==> config.mk <==
export PLATFORM = sky130hd
export DESIGN_NAME = wb_stage
export DESIGN_NICKNAME = d
export VERILOG_FILES = /design/src/rtl/wb_stage_pkg.sv /design/src/rtl/wb_stage_load_fmt.sv /design/src/rtl/wb_stage.sv
export SDC_FILE = /design/constraint.sdc
export NUM_CORES = 1
export LEC_CHECK = 0
export ABC_CLOCK_PERIOD_IN_PS = 1850
export BUFFER_PORTS_ARGS = -buffer_cell sky130_fd_sc_hd__clkbuf_2
export CAP_MARGIN = 20
export CORE_MARGIN = 5
export CORE_UTILIZATION = 35
export DETAILED_ROUTE_END_ITERATION = 7
export PLACE_DENSITY_LB_ADDON = 0.15
export REMOVE_ABC_BUFFERS = 1
export SLEW_MARGIN = 10
export SYNTH_ARGS = -nofsm -noshare
export SYNTH_HDL_FRONTEND = slang
export SYNTH_SLANG_ARGS = --single-unit
==> constraint.sdc <==
create_clock -name clk -period 1.85 [get_ports clk]
set_input_delay 0.0925 -clock clk [delete_from_list [all_inputs] [get_ports clk]]
set_output_delay 0.0925 -clock clk [all_outputs]
set_load 0.05 [all_outputs]
==> src/rtl/wb_stage_pkg.sv <==
// rtl/wb_stage_pkg.sv - shared encodings for the writeback stage
package wb_stage_pkg;

    typedef enum logic [1:0] {
        WB_ALU  = 2'b00,
        WB_LOAD = 2'b01,
        WB_LINK = 2'b10
    } wb_sel_e;

    typedef enum logic [2:0] {
        LD_W  = 3'b000,
        LD_H  = 3'b001,
        LD_HU = 3'b010,
        LD_B  = 3'b011,
        LD_BU = 3'b100
    } load_type_e;

    localparam int REG_ZERO = 0;

endpackage

==> src/rtl/wb_stage_load_fmt.sv <==
// rtl/wb_stage_load_fmt.sv - little-endian load lane select, extension and alignment check
module load_fmt
    import wb_stage_pkg::*;
#(
    parameter int DATA_W = 32
) (
    input  logic [DATA_W-1:0] rdata,
    input  logic [1:0]        off,
    input  logic [2:0]        load_type,
    output logic [DATA_W-1:0] data,
    output logic              misaligned
);

    logic [7:0]  byte_v;
    logic [15:0] half_v;

    always_comb begin
        byte_v = rdata[7:0];
        case (off)
            2'd0: byte_v = rdata[7:0];
            2'd1: byte_v = rdata[15:8];
            2'd2: byte_v = rdata[23:16];
            2'd3: byte_v = rdata[31:24];
            default: byte_v = rdata[7:0];
        endcase
        half_v = off[1] ? rdata[31:16] : rdata[15:0];

        data       = rdata;
        misaligned = 1'b0;
        case (load_type)
            LD_H: begin
                data       = {{(DATA_W-16){half_v[15]}}, half_v};
                misaligned = off[0];
            end
            LD_HU: begin
                data       = {{(DATA_W-16){1'b0}}, half_v};
                misaligned = off[0];
            end
            LD_B:  data = {{(DATA_W-8){byte_v[7]}}, byte_v};
            LD_BU: data = {{(DATA_W-8){1'b0}}, byte_v};
            // Unknown encodings fall back to a full-word load.
            default: begin
                data       = rdata;
                misaligned = (off != 2'd0);
            end
        endcase
    end

endmodule

==> src/rtl/wb_stage.sv <==
// rtl/wb_stage.sv - MEM/WB pipeline register, writeback select, write qualification and counters
module wb_stage
    import wb_stage_pkg::*;
#(
    parameter int DATA_W = 32,
    parameter int REG_AW = 5,
    parameter int CNT_W  = 8
) (
    input  logic              clk,
    input  logic              rst,
    input  logic              in_valid,
    output logic              in_ready,
    input  logic              stall,
    input  logic              flush,
    input  logic              in_reg_write,
    input  logic [REG_AW-1:0] in_dest,
    input  logic [1:0]        in_wb_sel,
    input  logic [2:0]        in_load_type,
    input  logic [DATA_W-1:0] in_alu_result,
    input  logic [DATA_W-1:0] in_mem_rdata,
    input  logic [DATA_W-1:0] in_pc_plus8,
    output logic              write_en,
    output logic [REG_AW-1:0] write_reg,
    output logic [DATA_W-1:0] write_data,
    output logic              fwd_valid,
    output logic [REG_AW-1:0] fwd_reg,
    output logic [DATA_W-1:0] fwd_data,
    output logic              misaligned,
    output logic [CNT_W-1:0]  misalign_cnt,
    output logic [31:0]       retire_cnt
);

    logic              valid_q, valid_d;
    logic              done_q, done_d;
    logic              qual_q, qual_d;
    logic              mis_q, mis_d;
    logic [REG_AW-1:0] dest_q, dest_d;
    logic [DATA_W-1:0] data_q, data_d;
    logic [CNT_W-1:0]  misalign_cnt_q, misalign_cnt_d;
    logic [31:0]       retire_cnt_q, retire_cnt_d;

    logic [DATA_W-1:0] fmt_data;
    logic              fmt_mis;
    logic              capture;
    logic              cap_mis;
    logic [DATA_W-1:0] sel_data;
    logic              write_slot;

    load_fmt #(.DATA_W(DATA_W)) u_load_fmt (
        .rdata      (in_mem_rdata),
        .off        (in_alu_result[1:0]),
        .load_type  (in_load_type),
        .data       (fmt_data),
        .misaligned (fmt_mis)
    );

    always_comb begin
        capture = in_valid & ~stall & ~flush;
        cap_mis = (in_wb_sel == WB_LOAD) & fmt_mis;
        case (in_wb_sel)
            WB_LOAD: sel_data = fmt_data;
            WB_LINK: sel_data = in_pc_plus8;
            default: sel_data = in_alu_result;
        endcase

        valid_d        = valid_q;
        done_d         = done_q;
        qual_d         = qual_q;
        mis_d          = mis_q;
        dest_d         = dest_q;
        data_d         = data_q;
        misalign_cnt_d = misalign_cnt_q;
        retire_cnt_d   = retire_cnt_q;

        if (capture) begin
            valid_d      = 1'b1;
            done_d       = 1'b0;
            dest_d       = in_dest;
            data_d       = sel_data;
            qual_d       = in_reg_write & (in_dest != REG_AW'(REG_ZERO)) & ~cap_mis;
            mis_d        = cap_mis;
            retire_cnt_d = retire_cnt_q + 32'd1;
            if (cap_mis && (misalign_cnt_q != {CNT_W{1'b1}})) begin
                misalign_cnt_d = misalign_cnt_q + 1'b1;
            end
        end else begin
            // Without a stall an idle MEM stage leaves a bubble behind.
            if (flush || !stall) begin
                valid_d = 1'b0;
            end
            if (valid_q && !done_q) begin
                done_d = 1'b1;
            end
        end
    end

    always_ff @(posedge clk or negedge rst) begin
        if (!rst) begin
            valid_q        <= 1'b0;
            done_q         <= 1'b0;
            qual_q         <= 1'b0;
            mis_q          <= 1'b0;
            dest_q         <= '0;
            data_q         <= '0;
            misalign_cnt_q <= '0;
            retire_cnt_q   <= '0;
        end else begin
            valid_q        <= valid_d;
            done_q         <= done_d;
            qual_q         <= qual_d;
            mis_q          <= mis_d;
            dest_q         <= dest_d;
            data_q         <= data_d;
            misalign_cnt_q <= misalign_cnt_d;
            retire_cnt_q   <= retire_cnt_d;
        end
    end

    assign write_slot   = valid_q & ~done_q;
    assign in_ready     = ~stall;
    assign write_en     = write_slot & qual_q;
    assign misaligned   = write_slot & mis_q;
    assign write_reg    = dest_q;
    assign write_data   = data_q;
    assign fwd_valid    = valid_q & qual_q;
    assign fwd_reg      = dest_q;
    assign fwd_data     = data_q;
    assign misalign_cnt = misalign_cnt_q;
    assign retire_cnt   = retire_cnt_q;

endmodule

**Word level (Yosys, flattened, before mapping)**

Index checks and enable logic that the tools add are counted.

- Equal/unequal tests: 10
- Reduce and logical (&&, ||, !) cells: 13
- Add/sub/neg operators: 2
- Muxes and demuxes: 9
- Bitwise logic cells: 13

Operators with widths:

| cell | count |
|---|---|
| $pmux 32 s4 | 1 |
| $pmux 32 s2 | 1 |
| $add 32x1->32 const B | 1 |
| $pmux 8 s4 | 1 |
| $mux 16 | 1 |
| $and 1x1->1 | 9 |
| $add 8x1->8 const B | 1 |
| $ne 8x8->1 const B | 1 |
| $eq 2x2->1 const B | 3 |
| $eq 3x2->1 const B | 2 |
| $reduce_bool 2->1 | 3 |
| $reduce_bool 5->1 | 1 |
| $eq 2x1->1 const B | 2 |
| $mux 1 | 4 |
| $not 1->1 | 4 |
| $reduce_or 2->1 | 2 |
| $eq 3x1->1 const B | 1 |
| $eq 3x3->1 const B | 1 |
| $logic_and 1x1->1 | 2 |
| $logic_not 1->1 | 2 |
| $logic_not 2->1 | 1 |
| $pmux 1 s2 | 1 |
| $reduce_and 2->1 | 1 |
| $logic_or 1x1->1 | 1 |

- Output and inout bits: 118
- Flip-flop bits (word level): 81
- Input port bits: 112
- Logic and storage cells: 55

**Longest topological paths before layout**

- Depth after elaboration: 6
- Mapped depth: 9
- Mapped depth without buffers: 7

**By module**

Synthesis repeated with hierarchy kept, for this count alone.

- Cell total of the unflattened synthesis: 583
- Area total of the unflattened synthesis: 5365.1 sq um

Modules (own cells, without submodules):

| module | seq. area each (sq um) | area each (sq um) | cells an instance | instances |
|---|---|---|---|---|
| wb_stage | 2026.9 | 4264.1 | 453 | 1 |
| load_fmt | 0.0 | 1101.1 | 130 | 1 |

**Least setup slack after synthesis**

No wires, ideal clock.

- Kind: reg-to-reg
- Start: register retire_cnt_q[6] (netlist: retire_cnt[6])
- End: register retire_cnt_q[31] (netlist: retire_cnt[31])
- Setup time: 82 ps
- Data required time: 1768 ps
- Path slack: -86 ps
- Buffers on the path: 1
- Period minus slack after synthesis: 1936 ps
- Arrival: 1855 ps
- Stages on the path, launching flop included: 7
- Cell sequence: dfrtp_1 and4_1 and4_1 clkbuf_2 nand3b_4 nor4_2 xor2_1

- Cells in the longest elaborated chain, start to end: 1

RTL lines:

| element | RTL line | source |
|---|---|---|
| from (decl) | wb_stage.sv:40 | `logic [31:0] retire_cnt_q, retire_cnt_d;` |
| from (signal assigned) | wb_stage.sv:115 | `retire_cnt_q <= retire_cnt_d;` |
| $add 32x1->32 | wb_stage.sv:82 | `retire_cnt_d = retire_cnt_q + 32'd1;` |

Every way passes these cells.
A chain may end at the register's enable or synchronous reset.

**Worst setup path after layout**

- Start: input flush
- End: register retire_cnt_q[31] (netlist: retire_cnt[31])

- Cells in the longest elaborated chain, start to end: 2

RTL lines:

| element | RTL line | source |
|---|---|---|
| from (decl) | wb_stage.sv:14 | `input logic flush,` |
| $not 1->1 | wb_stage.sv:58 | `capture = in_valid & ~stall & ~flush;` |
| $and 1x1->1 | wb_stage.sv:58 |  |

Every way passes these cells.

==> results by stage <==
CTS:
- The clock tree buffer depth is 2.
- The clock transition at the register clock pins on the worst setup and hold paths after CTS is 0.06 ns.
- For the worst-skew pair, the clock arrives at the later sink with an insertion delay of 0.34 ns.
- TritonCTS built the clock tree.
- The number of H-tree branching levels is 3.
- The root buffer cell chosen for the clock tree is sky130_fd_sc_hd__clkbuf_16.
- The clock drives just over 80 sinks.
- TritonCTS created 9 clock buffers.

STA:
- Setup violations remaining at the end of the flow were counted as 0.
- Derived from the worst setup path, the maximum achievable clock frequency is between 500 and 600 MHz.
- The number of pins exceeding their max-slew limit in the final report is 0.
- Setup repair after global routing could not meet its margin everywhere.
- Hold timing on the final database bottoms out at a slack of approximately 0.0067 ns.
- The routed design could run at a clock period as short as 1.81 ns.
- The setup skew after layout is approximately 0.0054 ns.
- Dividing the final minimum period by the clock period gives about 100%.
- In the post-route analysis, the smallest setup slack over all paths is approximately 0.038 ns.
- The worst pin sits at a relative slew slack of 66.8%.
- The final number of hold-violating endpoints came to 0.
- At the pin with the least slew margin, the transition time is slightly below 0.5 ns.

Logic synthesis:
- In this run the biggest area consumer among cell types represents 40.5% of the synthesized area.
- Multiplexer cells account for a little under 3% of the synthesized area.
- The post-synthesis cell area is ~5000 µm².
- The most common flop cell mapped by yosys is sky130_fd_sc_hd__dfrtp_1.
- After Yosys synthesis, full adders, half adders and majority gates account for less than 1% of the synthesized area.
- The biggest area contributor in the post-synthesis netlist is sky130_fd_sc_hd__dfrtp_1.
- Summing the areas of all and, or, nand and nor instances in the mapped netlist gives 20.5% of the synthesized area.
- The share of synthesized registers carrying an async set or reset is 100%.
- In the post-synthesis netlist, the biggest area contributors are sky130_fd_sc_hd__dfrtp_1 40%, sky130_fd_sc_hd__nand2_1 6.1%, sky130_fd_sc_hd__buf_4 5.8%, sky130_fd_sc_hd__a21oi_1 4.3%, sky130_fd_sc_hd__o221ai_1 4.2%.
- The synthesized netlist devotes ~18% of its cell area to compound gates.
- After synthesis, the largest family of logic cells by area is simple AND/OR/NAND/NOR gates.
- The portion of the post-synthesis area used by sequential elements is approximately 40%.
- The number of flops mapped to enable cells by yosys is 0.
- In the synthesized netlist, the number of instances is roughly 570.
- The register bit count reported by yosys is 81.
- The average instance area after synthesis is 8.83 µm².
- Summing the areas of all xor and xnor instances in the mapped netlist gives 7.17% of the synthesized area.
- The distinct cell type count after synthesis is 53.
- The count of warnings emitted by yosys is 0.

Routing:
- The routed via count is 5,129.
- Using the TritonRoute via totals, the vias-per-cell ratio works out to between 5 and 6.
- The post-detailed-routing wire length is around 17 mm.
- The first detailed-routing pass took 6 iterations.
- The routed length per placed instance is about 18 µm.
- Once detail routing completed, the nets flagged for antenna violations numbered 0.
- The DRC violation total after the first TritonRoute iteration is about 380.
- The number of design rule violations left after detail routing is 0.

Critical path:
- The launching instance or port of the critical path is flush.
- The critical path ends at retire_cnt[31]$_DFFE_PN0P_.
- Data on the critical path is required at its endpoint by around 2.1 ns.
- The reg-to-reg endpoint is retire_cnt[31]$_DFFE_PN0P_.
- Traced cell by cell, the critical path runs through dlygate4sd3_1 -> clkbuf_2 -> nor3b_4 -> buf_4 -> nand4_2 -> nand3b_4 -> nor4_2 -> xor2_1.
- The worst setup path is launched from a primary input.
- Along the worst path, the maximum fanout reaches 7.
- The worst setup path is of the in2reg kind.
- The standard cell with the maximum stage delay on the critical path is sky130_fd_sc_hd__dlygate4sd3_1.
- On the worst path, the slowest cell contributes a delay of between 0.5 and 0.6 ns.
- The startpoint identified for the worst register-to-register timing path is retire_cnt[7]$_DFFE_PN0P_.
- STA classifies the critical path endpoint as a register.
- Data arrives at the worst endpoint at 2.08 ns.
- The number of cells on the worst reg-to-reg path is 5.
- For flop-to-flop paths, the worst setup slack is 0.12 ns.

Final layout:
- In the layout the commonest cells are 228 x sky130_fd_sc_hd__clkbuf_2, 81 x sky130_fd_sc_hd__nand2_1, 81 x sky130_fd_sc_hd__dfrtp_1.
- The final-layout fill cell count is ~1,400.
- Leaving out fill and tap cells, the most frequent cell in the layout is sky130_fd_sc_hd__clkbuf_2.
- The finished cells cover around 6700 µm².
- The area growth from synthesis to layout is 34.0%.
- The area occupied by registers is ~2000 µm².
- The number of nets at the end of the flow is between 800 and 900.
- In the final layout, the share of cells above drive strength 1 is roughly two fifths.
- The multi-input logic area is around 2500 µm².

Placement:
- Buffers placed on the I/O ports in this run total ~230.
- The pre-CTS setup slack is between 0.05 and 0.06 ns.
- The congestion estimate from routability-driven global placement came to a little under 0.9.
- Detailed placement finished with a half-perimeter wire length of between 10 and 15 mm.
- Once placement finished, the instance area stood at roughly 6200 µm².

Global routing:
- The wire length of the first global-routing pass is around 26 mm.
- Global routing used slightly above 20% of the available tracks.
- Global routing finished with a remaining overflow of 0.
- The pin count of the biggest net entering global routing is 54.
- The number of global-route vias before repair is 4,964.
- The initial antenna violation count is 0.

Min path:
- The count of cells along the worst hold path is 3.
- The worst hold path belongs to the class in2reg.

Die:
- The total die area is 16,800 µm².
- The starting density of the core is 35.9%.
- The vertical extent of the die is 130 µm.
- The total number of placement rows is 43.
- The floorplan core area is around 14,000 µm².
- The width of the die is 130 µm.
- The number of ports placed on the die boundary is 230.

Run status:
- The flow ran to the end, and the final reports show no timing, DRC or antenna violations.

Power:
- The power density of the placed cells is about 1000 nW/µm².
- The analysis attributes to cell leakage a power of 3.48 nW.
- Summing internal, switching and leakage power gives around 6.9 mW.
- The worst voltage drop across the vdd grid is between 0.0007 and 0.0008 V.

Job:
- Across the run, the number of max-cap violations was 0.
## cells in the mapped netlist (3+ instances only)
cell	instances
sky130_fd_sc_hd__o22ai_1	22
sky130_fd_sc_hd__buf_4	39
sky130_fd_sc_hd__nand3_1	16
sky130_fd_sc_hd__nor2_1	29
sky130_fd_sc_hd__inv_1	10
sky130_fd_sc_hd__nor2b_1	4
sky130_fd_sc_hd__dfrtp_1	81
sky130_fd_sc_hd__nand2b_1	5
sky130_fd_sc_hd__xor2_1	22
sky130_fd_sc_hd__o21ai_0	33
sky130_fd_sc_hd__o22a_1	3
sky130_fd_sc_hd__xnor2_1	19
sky130_fd_sc_hd__mux2i_1	10
sky130_fd_sc_hd__nand2_1	82
sky130_fd_sc_hd__o221ai_1	24
sky130_fd_sc_hd__and3_1	22
sky130_fd_sc_hd__buf_2	9
sky130_fd_sc_hd__or3_1	9
sky130_fd_sc_hd__nor3_1	8
sky130_fd_sc_hd__nand4_1	5
sky130_fd_sc_hd__a21oi_1	43
sky130_fd_sc_hd__clkbuf_1	20
sky130_fd_sc_hd__ha_1	4
sky130_fd_sc_hd__and2_1	4
sky130_fd_sc_hd__and4_1	5
sky130_fd_sc_hd__o211ai_1	6
## power by group
part | total, mW | leakage, nW | switching (mW) | internal, mW
clock | 1.98 | 0.153 | 0.759 | 1.22
combinational | 2.73 | 2.29 | 2.06 | 0.671
sequential | 2.23 | 1.04 | 0.224 | 2.01
## worst max-delay path, delay by kind of cell
family                 cells  cell delay [ns]
XOR/XNOR                   1             0.16
AND/OR/NAND/NOR            4             0.94
buffers and inverters      3             0.88
## stage by stage
step                      TNS, ns  util [%]  std cells
after global placement          0      44.8        939
after detailed placement        0      44.8        939
after floorplan             -6.22         -        495
after CTS                       0      47.6        962
after global routing      -0.0216      48.1        965
final                           0      48.1        966
## worst min path at each step
stage	end	slack, ns	from
finish	qual_q$_DFFE_PN0P_	0.007	in_reg_write
global route	qual_q$_DFFE_PN0P_	0.02	in_reg_write
CTS	qual_q$_DFFE_PN0P_	0.008	in_reg_write
detailed placement	fwd_data[30]$_DFFE_PN0P_	0.06	rst
global placement	fwd_data[30]$_DFFE_PN0P_	0.06	rst
floorplan	done_q$_DFFE_PN0P_	-0.20	rst
## routing by layer
layer	GRT usage, %	up-vias	share of wire [%]
met5	0	-	0
met3	4.45	27	8.1
met2	33.0	230	47
met4	6.60	0	2.2
li1	-	2425	-
met1	26.6	2447	42
## final cells by class
type                    instances  area share (%)
multi-input cells             404            37.9
flip-flops and latches         81            30.2
repair buffers                274            23.1
clock buffers                  12            3.68
well taps                     180            3.36
clock inverters                 4            1.14
inverters                      10           0.560
diodes                          1          0.0373
## repair_timing
item,4_1_cts,5_1_grt
resized for setup,0,9
buffers inserted,0,2
hold buffers,7,0
setup endpoints to repair,0,26
endpoints found under the hold margin,34,0
## kinds of logic after synthesis
family                     Yosys count
DFF                                 81
and+or+nand+nor                    201
xor gates and xnor gates            41
muxes                               13
buffers and inverters               82
adders and majority gates            4
AOI/OAI and AO/OA                  145
(Power assumes the default switching activity.)
